[src/rtl/gyro_loop_seq.sv]
// Sequencer for the gyro serial loopback datapath: flush, sync lock, run, drain, done.
// Latency: every output is registered and follows its triggering input by one cycle; no backpressure.
module gyro_loop_seq #(
    parameter int CNT_W         = 16,
    parameter int CLR_CYCLES    = 4,
    parameter int LOCK_TIMEOUT  = 4096,
    parameter int DRAIN_TIMEOUT = 1024,
    parameter int TMR_W         = 16
) (
    input  logic             ACLK,
    input  logic             ARESET,
    input  logic             start,
    input  logic             abort,
    input  logic [1:0]       loop_sel_in,
    input  logic             rx_bypass,
    input  logic [CNT_W-1:0] word_count,
    input  logic             sync_lock,
    input  logic             tx_word_done,
    input  logic             rx_word_valid,
    input  logic [4:0]       status_clr,
    output logic             dp_clr,
    output logic             tx_en,
    output logic             tx_pre,
    output logic             rx_en,
    output logic [1:0]       loop_sel,
    output logic             busy,
    output logic             done,
    output logic [CNT_W-1:0] tx_cnt,
    output logic [CNT_W-1:0] rx_cnt,
    output logic [4:0]       status,
    output logic             irq
);

    typedef enum logic [2:0] {
        S_IDLE,
        S_FLUSH,
        S_LOCK,
        S_RUN,
        S_DRAIN,
        S_DONE
    } state_t;

    localparam int CLR_W = (CLR_CYCLES > 1) ? $clog2(CLR_CYCLES) : 1;
    localparam logic [CLR_W-1:0] CLR_LAST   = CLR_W'(CLR_CYCLES - 1);
    localparam logic [TMR_W-1:0] LOCK_LAST  = TMR_W'(LOCK_TIMEOUT - 1);
    localparam logic [TMR_W-1:0] DRAIN_LAST = TMR_W'(DRAIN_TIMEOUT - 1);

    state_t           state_q, state_d;
    logic [CLR_W-1:0] clr_cnt_q, clr_cnt_d;
    logic [TMR_W-1:0] timer_q, timer_d;
    logic [CNT_W-1:0] wc_q, wc_d;
    logic [1:0]       mode_q, mode_d;
    logic             byp_q, byp_d;
    logic             abrt_q, abrt_d;
    logic [CNT_W-1:0] tx_cnt_q, tx_cnt_d;
    logic [CNT_W-1:0] rx_cnt_q, rx_cnt_d;
    logic [4:0]       status_q, status_d;
    logic [4:0]       status_set;
    logic [CNT_W-1:0] tx_inc;

    logic dp_clr_q, dp_clr_d;
    logic tx_en_q, tx_en_d;
    logic tx_pre_q, tx_pre_d;
    logic rx_en_q, rx_en_d;
    logic busy_q, busy_d;
    logic done_q, done_d;
    logic irq_q, irq_d;

    assign tx_inc = tx_cnt_q + CNT_W'(1);

    always_comb begin
        state_d    = state_q;
        clr_cnt_d  = clr_cnt_q;
        timer_d    = timer_q;
        wc_d       = wc_q;
        mode_d     = mode_q;
        byp_d      = byp_q;
        abrt_d     = abrt_q;
        tx_cnt_d   = tx_cnt_q;
        rx_cnt_d   = rx_cnt_q;
        status_set = '0;

        // Abort outranks a simultaneous start; a start while busy is a full restart.
        if (abort && (state_q != S_IDLE)) begin
            state_d       = S_FLUSH;
            abrt_d        = 1'b1;
            clr_cnt_d     = '0;
            timer_d       = '0;
            status_set[3] = 1'b1;
        end else if (start) begin
            state_d   = S_FLUSH;
            abrt_d    = 1'b0;
            clr_cnt_d = '0;
            timer_d   = '0;
            wc_d      = word_count;
            mode_d    = (loop_sel_in == 2'd3) ? 2'd0 : loop_sel_in;
            byp_d     = rx_bypass;
            tx_cnt_d  = '0;
            rx_cnt_d  = '0;
        end else begin
            if (((state_q == S_RUN) || (state_q == S_DRAIN)) && rx_word_valid) begin
                if (rx_cnt_q == wc_q) begin
                    status_set[4] = 1'b1;
                end else begin
                    rx_cnt_d = rx_cnt_q + CNT_W'(1);
                end
            end

            case (state_q)
                S_FLUSH: begin
                    if (clr_cnt_q == CLR_LAST) begin
                        timer_d = '0;
                        if (abrt_q) begin
                            state_d = S_IDLE;
                        end else if (wc_q == '0) begin
                            state_d = S_DONE;
                        end else if (byp_q) begin
                            state_d = S_RUN;
                        end else begin
                            state_d = S_LOCK;
                        end
                    end else begin
                        clr_cnt_d = clr_cnt_q + CLR_W'(1);
                    end
                end
                S_LOCK: begin
                    if (sync_lock) begin
                        state_d = S_RUN;
                    end else if (timer_q == LOCK_LAST) begin
                        status_set[1] = 1'b1;
                        state_d       = S_IDLE;
                    end else begin
                        timer_d = timer_q + TMR_W'(1);
                    end
                end
                S_RUN: begin
                    if (tx_word_done && (tx_cnt_q != wc_q)) begin
                        tx_cnt_d = tx_inc;
                        if (tx_inc == wc_q) begin
                            state_d = S_DRAIN;
                            timer_d = '0;
                        end
                    end
                end
                S_DRAIN: begin
                    if (rx_cnt_q == wc_q) begin
                        state_d = S_DONE;
                    end else if (timer_q == DRAIN_LAST) begin
                        status_set[2] = 1'b1;
                        state_d       = S_IDLE;
                    end else begin
                        timer_d = timer_q + TMR_W'(1);
                    end
                end
                S_DONE: begin
                    state_d = S_IDLE;
                end
                default: begin
                    state_d = S_IDLE;
                end
            endcase
        end

        if (state_d == S_DONE) begin
            status_set[0] = 1'b1;
        end

        // A set in the same cycle as its clear leaves the bit set.
        status_d = (status_q & ~status_clr) | status_set;
        irq_d    = |status_d;

        dp_clr_d = (state_d == S_FLUSH);
        tx_en_d  = (state_d == S_LOCK) || (state_d == S_RUN);
        tx_pre_d = (state_d == S_LOCK);
        rx_en_d  = (state_d == S_LOCK) || (state_d == S_RUN) || (state_d == S_DRAIN);
        busy_d   = (state_d != S_IDLE);
        done_d   = (state_d == S_DONE);
    end

    always_ff @(posedge ACLK) begin
        if (ARESET) begin
            state_q   <= S_IDLE;
            clr_cnt_q <= '0;
            timer_q   <= '0;
            wc_q      <= '0;
            mode_q    <= '0;
            byp_q     <= 1'b0;
            abrt_q    <= 1'b0;
            tx_cnt_q  <= '0;
            rx_cnt_q  <= '0;
            status_q  <= '0;
            irq_q     <= 1'b0;
            dp_clr_q  <= 1'b0;
            tx_en_q   <= 1'b0;
            tx_pre_q  <= 1'b0;
            rx_en_q   <= 1'b0;
            busy_q    <= 1'b0;
            done_q    <= 1'b0;
        end else begin
            state_q   <= state_d;
            clr_cnt_q <= clr_cnt_d;
            timer_q   <= timer_d;
            wc_q      <= wc_d;
            mode_q    <= mode_d;
            byp_q     <= byp_d;
            abrt_q    <= abrt_d;
            tx_cnt_q  <= tx_cnt_d;
            rx_cnt_q  <= rx_cnt_d;
            status_q  <= status_d;
            irq_q     <= irq_d;
            dp_clr_q  <= dp_clr_d;
            tx_en_q   <= tx_en_d;
            tx_pre_q  <= tx_pre_d;
            rx_en_q   <= rx_en_d;
            busy_q    <= busy_d;
            done_q    <= done_d;
        end
    end

    assign dp_clr   = dp_clr_q;
    assign tx_en    = tx_en_q;
    assign tx_pre   = tx_pre_q;
    assign rx_en    = rx_en_q;
    assign loop_sel = mode_q;
    assign busy     = busy_q;
    assign done     = done_q;
    assign tx_cnt   = tx_cnt_q;
    assign rx_cnt   = rx_cnt_q;
    assign status   = status_q;
    assign irq      = irq_q;

endmodule
[config.mk]
export PLATFORM = sky130hd
export DESIGN_NAME = gyro_loop_seq
export DESIGN_NICKNAME = d
export VERILOG_FILES = /design/src/rtl/gyro_loop_seq.sv
export SDC_FILE = /design/constraint.sdc
export NUM_CORES = 1
export LEC_CHECK = 0
export ABC_CLOCK_PERIOD_IN_PS = 8700
export BUFFER_PORTS_ARGS = -buffer_cell sky130_fd_sc_hd__buf_2
export CORE_UTILIZATION = 40
export CTS_BUF_LIST = sky130_fd_sc_hd__clkbuf_4
export DETAILED_ROUTE_END_ITERATION = 12
export PLACE_DENSITY = 0.69
export SLEW_MARGIN = 20
export SYNTH_ARGS = -nofsm -noshare
export SYNTH_HDL_FRONTEND = slang
export SYNTH_SLANG_ARGS = --single-unit
[constraint.sdc]
create_clock -name ACLK -period 8.7 [get_ports ACLK]
set_input_delay 1.305 -clock ACLK [delete_from_list [all_inputs] [get_ports ACLK]]
set_output_delay 1.305 -clock ACLK [all_outputs]
set_load 0.02 [all_outputs]
==> reports/metrics.csv <==
metric;value;unit
max_freq;0.268;GHz
dpl_cell_area;5230;sq um
final_area;5360;sq um
synthMuxAreaShare;0.835;%
drt_iter0_drc;346;
post-cts-setup-buffers;0;
ys_warn_count;0;
via_per_inst;5.81;
cp_cell_sequence;ha_1, nand3_1, or4_1, xnor2_1, o311a_2, nor4_1, o21ai_1, a31o_2;
wire_per_inst;16.3;um
seqPwrFrac;58.3;%
finalWirelength;13100;um
status;complete, but fails checks;
maxCapViolCount;0;
place.gp.congestion;0.897;
area_growth;11.7;%
ys_seq_elements;85;
synth_cell_types;67;
hold_viol_final;0;
power.density;131;nW/um^2
setup-violations-final;0;
clock_tree.buffer_depth;2;
drc;5;
tightest_slew;0.958;ns
cts_tree;yes;
dpl.hpwl;9620;um
fill_cells;1140;
synth_compound_area_share;21.2;%
nets;689;
synth.area.top_cells;dfxtp_1, xnor2_1, nand2_1;
ys_async_sr_fraction;0;%
overflow;0;
clkSlewWorstSetupHoldPaths;0.14;ns
detail-route-antenna-nets;0;
slew_viol_final;0;
rows;39;
fin_crit_sh;42.9;%
grt_pass1_wl;22200;um
slowest_delay;0.69;ns
p_leak;2.02;nW
synth.top_cell.area_share;35.5;%
syn_area_per_cell;7.96;sq um
period_needed;3.74;ns
core_area;11600;sq um
synth_top_cell_by_area;dfxtp_1;
p_int;0.511;mW
fin_tns_setup;0;ns
antenna_found_initial;0;
crit_slowest_cell;or4_1;
gr-usage-all-layers;22.0;%
port_buffers;76;
vias;4657;
synth_enable_flop_cells;0;
die_h;111;um
path_class;reg -> reg;
numCtsBuffers;9;
num_antenna_cells;0;
dieArea;12400;sq um
preCtsSetupSlack;4.99;ns
synthTopCellsByCount;dfxtp_1, nand2_1, nor2_1;
cpLargestDelayFamily;simple AND/OR/NAND/NOR gates;
cts_resized;0;
violations;design-rule violations;
drive_gt1_share;16.7;%
cts.sinks;85;
ctsHoldBuffers;0;
worst_slack;4.96;ns
p_switching;0.192;mW
cts_root_buf;clkbuf_4;
cp-start-kind;register;
worstPathMaxFanout;10;
synth_top_family_by_area;simple AND/OR/NAND/NOR gates;
dr.pass1.iters;9;
rsz0062_at_grt;no;
synthCells;602;
path_buf_inv;0;
p_sw_share;27.3;%
cp_data_arrival_time;4.08;ns
synth-xor-area-share;9.32;%
pwr-share-clk;30.9;%
combPwrFrac;10.8;%
grt_max_degree;44;
min_path_type;reg -> reg;
end_kind;register;
synthesis.nets;637;
grt_pass1_vias;4402;
synthSimpleGateAreaFrac;27.8;%
relSlewSlack;36.1;%
ios;77;
required;9.04;ns
synth_most_common_cell;dfxtp_1;
clock_latency;0.44;ns
peakVddDrop;105;uV
start_util;41.5;%
synth_adder_area_share;1.04;%
netlist_area;4790;sq um
skew;0.0179;ns
chipWidth;111;um
htreeDepth;3;
ys_seq_area_share;35.5;%
synthFlopType;dfxtp_1;
-- path summary, 6_finish.rpt --
| path | start | endpoint | slack (ns) | cells after the start |
|---|---|---|---|---|
| max | tx_cnt[0]$_SDFFE_PP0P_ | timer_q[0]$_SDFFE_PP0P_ | 4.96 | 8 |
| min reg2reg | abrt_q$_SDFFE_PP0P_ | abrt_q$_SDFFE_PP0P_ | 0.47 | 2 |
| min | abrt_q$_SDFFE_PP0P_ | abrt_q$_SDFFE_PP0P_ | 0.47 | 2 |
| max reg2reg | tx_cnt[0]$_SDFFE_PP0P_ | timer_q[0]$_SDFFE_PP0P_ | 4.96 | 8 |
-- metrics by stage --
step	instances	util, %	total power, mW	hold WS, ns
final	802	46.3	0.704	0.466
after global routing	802	46.3	0.736	0.492
after CTS	802	46.3	0.712	0.466
after detailed placement	786	45.3	0.494	0.448
after global placement	786	45.3	0.492	0.439
after floorplan	602	-	0.467	0.426
-- kinds of logic after synthesis --
logic type                 Yosys count
xor gates and xnor gates            51
adders and majority gates            4
and+or+nand+nor                    251
AOI/OAI and AO/OA                  154
DFF                                 85
buffers and inverters               53
muxes                                4
-- cell type report --
type / count / area [sq um] / area share, %
clock buffers: 9 / 67.6 / 1.26
inverters: 14 / 52.6 / 0.981
well taps: 143 / 179 / 3.34
repair buffers: 80 / 410 / 7.66
flip-flops and latches: 85 / 1700 / 31.8
clock inverters: 7 / 56.3 / 1.05
multi-input cells: 464 / 2890 / 53.9
-- state kept, by name (all words and copies together) (netlist names), 2 cells and up --
signal	cells
timer_q	16
tx_cnt	16
clr_cnt_q	2
loop_sel	2
status	5
wc_q	16
rx_cnt	16
state_q	3
-- power by group through the flow --
| stage | sequential, mW | combinational, mW | clock (mW) |
|---|---|---|---|
| floorplan | 0.413 | 0.0543 | 0 |
| global route | 0.411 | 0.0844 | 0.241 |
| detailed placement | 0.418 | 0.0756 | 0 |
| global placement | 0.418 | 0.0742 | 0 |
| finish | 0.410 | 0.0759 | 0.218 |
| CTS | 0.410 | 0.0760 | 0.226 |
-- cells in the final DEF (no fill, tap or decap), types with 5 or more instances in the layout --
| cell | netlist | final |
|---|---|---|
| nand2_1 | 71 | 71 |
| o21ai_0 | 32 | 32 |
| a31oi_1 | 5 | 5 |
| or3_1 | 12 | 12 |
| a21oi_1 | 51 | 51 |
| and4_1 | 5 | 5 |
| dfxtp_1 | 85 | 85 |
| buf_2 | 2 | 76 |
| nor4_1 | 10 | 10 |
| a21o_1 | 7 | 7 |
| and3_1 | 7 | 7 |
| nor3_1 | 12 | 12 |
| nand3_1 | 22 | 22 |
| nor2_1 | 53 | 53 |
| clkbuf_4 | 0 | 9 |
| nand4_1 | 13 | 13 |
| xor2_1 | 11 | 11 |
| a311oi_1 | 11 | 11 |
| xnor2_1 | 40 | 40 |
| nand2b_1 | 9 | 9 |
| or4_1 | 6 | 6 |
| and2_1 | 8 | 8 |
| inv_1 | 14 | 14 |
-- tightest hold or removal path: stages, from the launching register on --
cell,delay [ns]
dfxtp_1,0.34
inv_1,0.05
a21oi_1,0.05
-- per-layer routing --
layer  wire, um  global-route usage (%)
met1       6100                    30.0
met2       5900                    34.3
met3        794                    4.68
met4        251                    7.66
met5          0                       0
No activity file was read; power rests on OpenSTA's default activity.
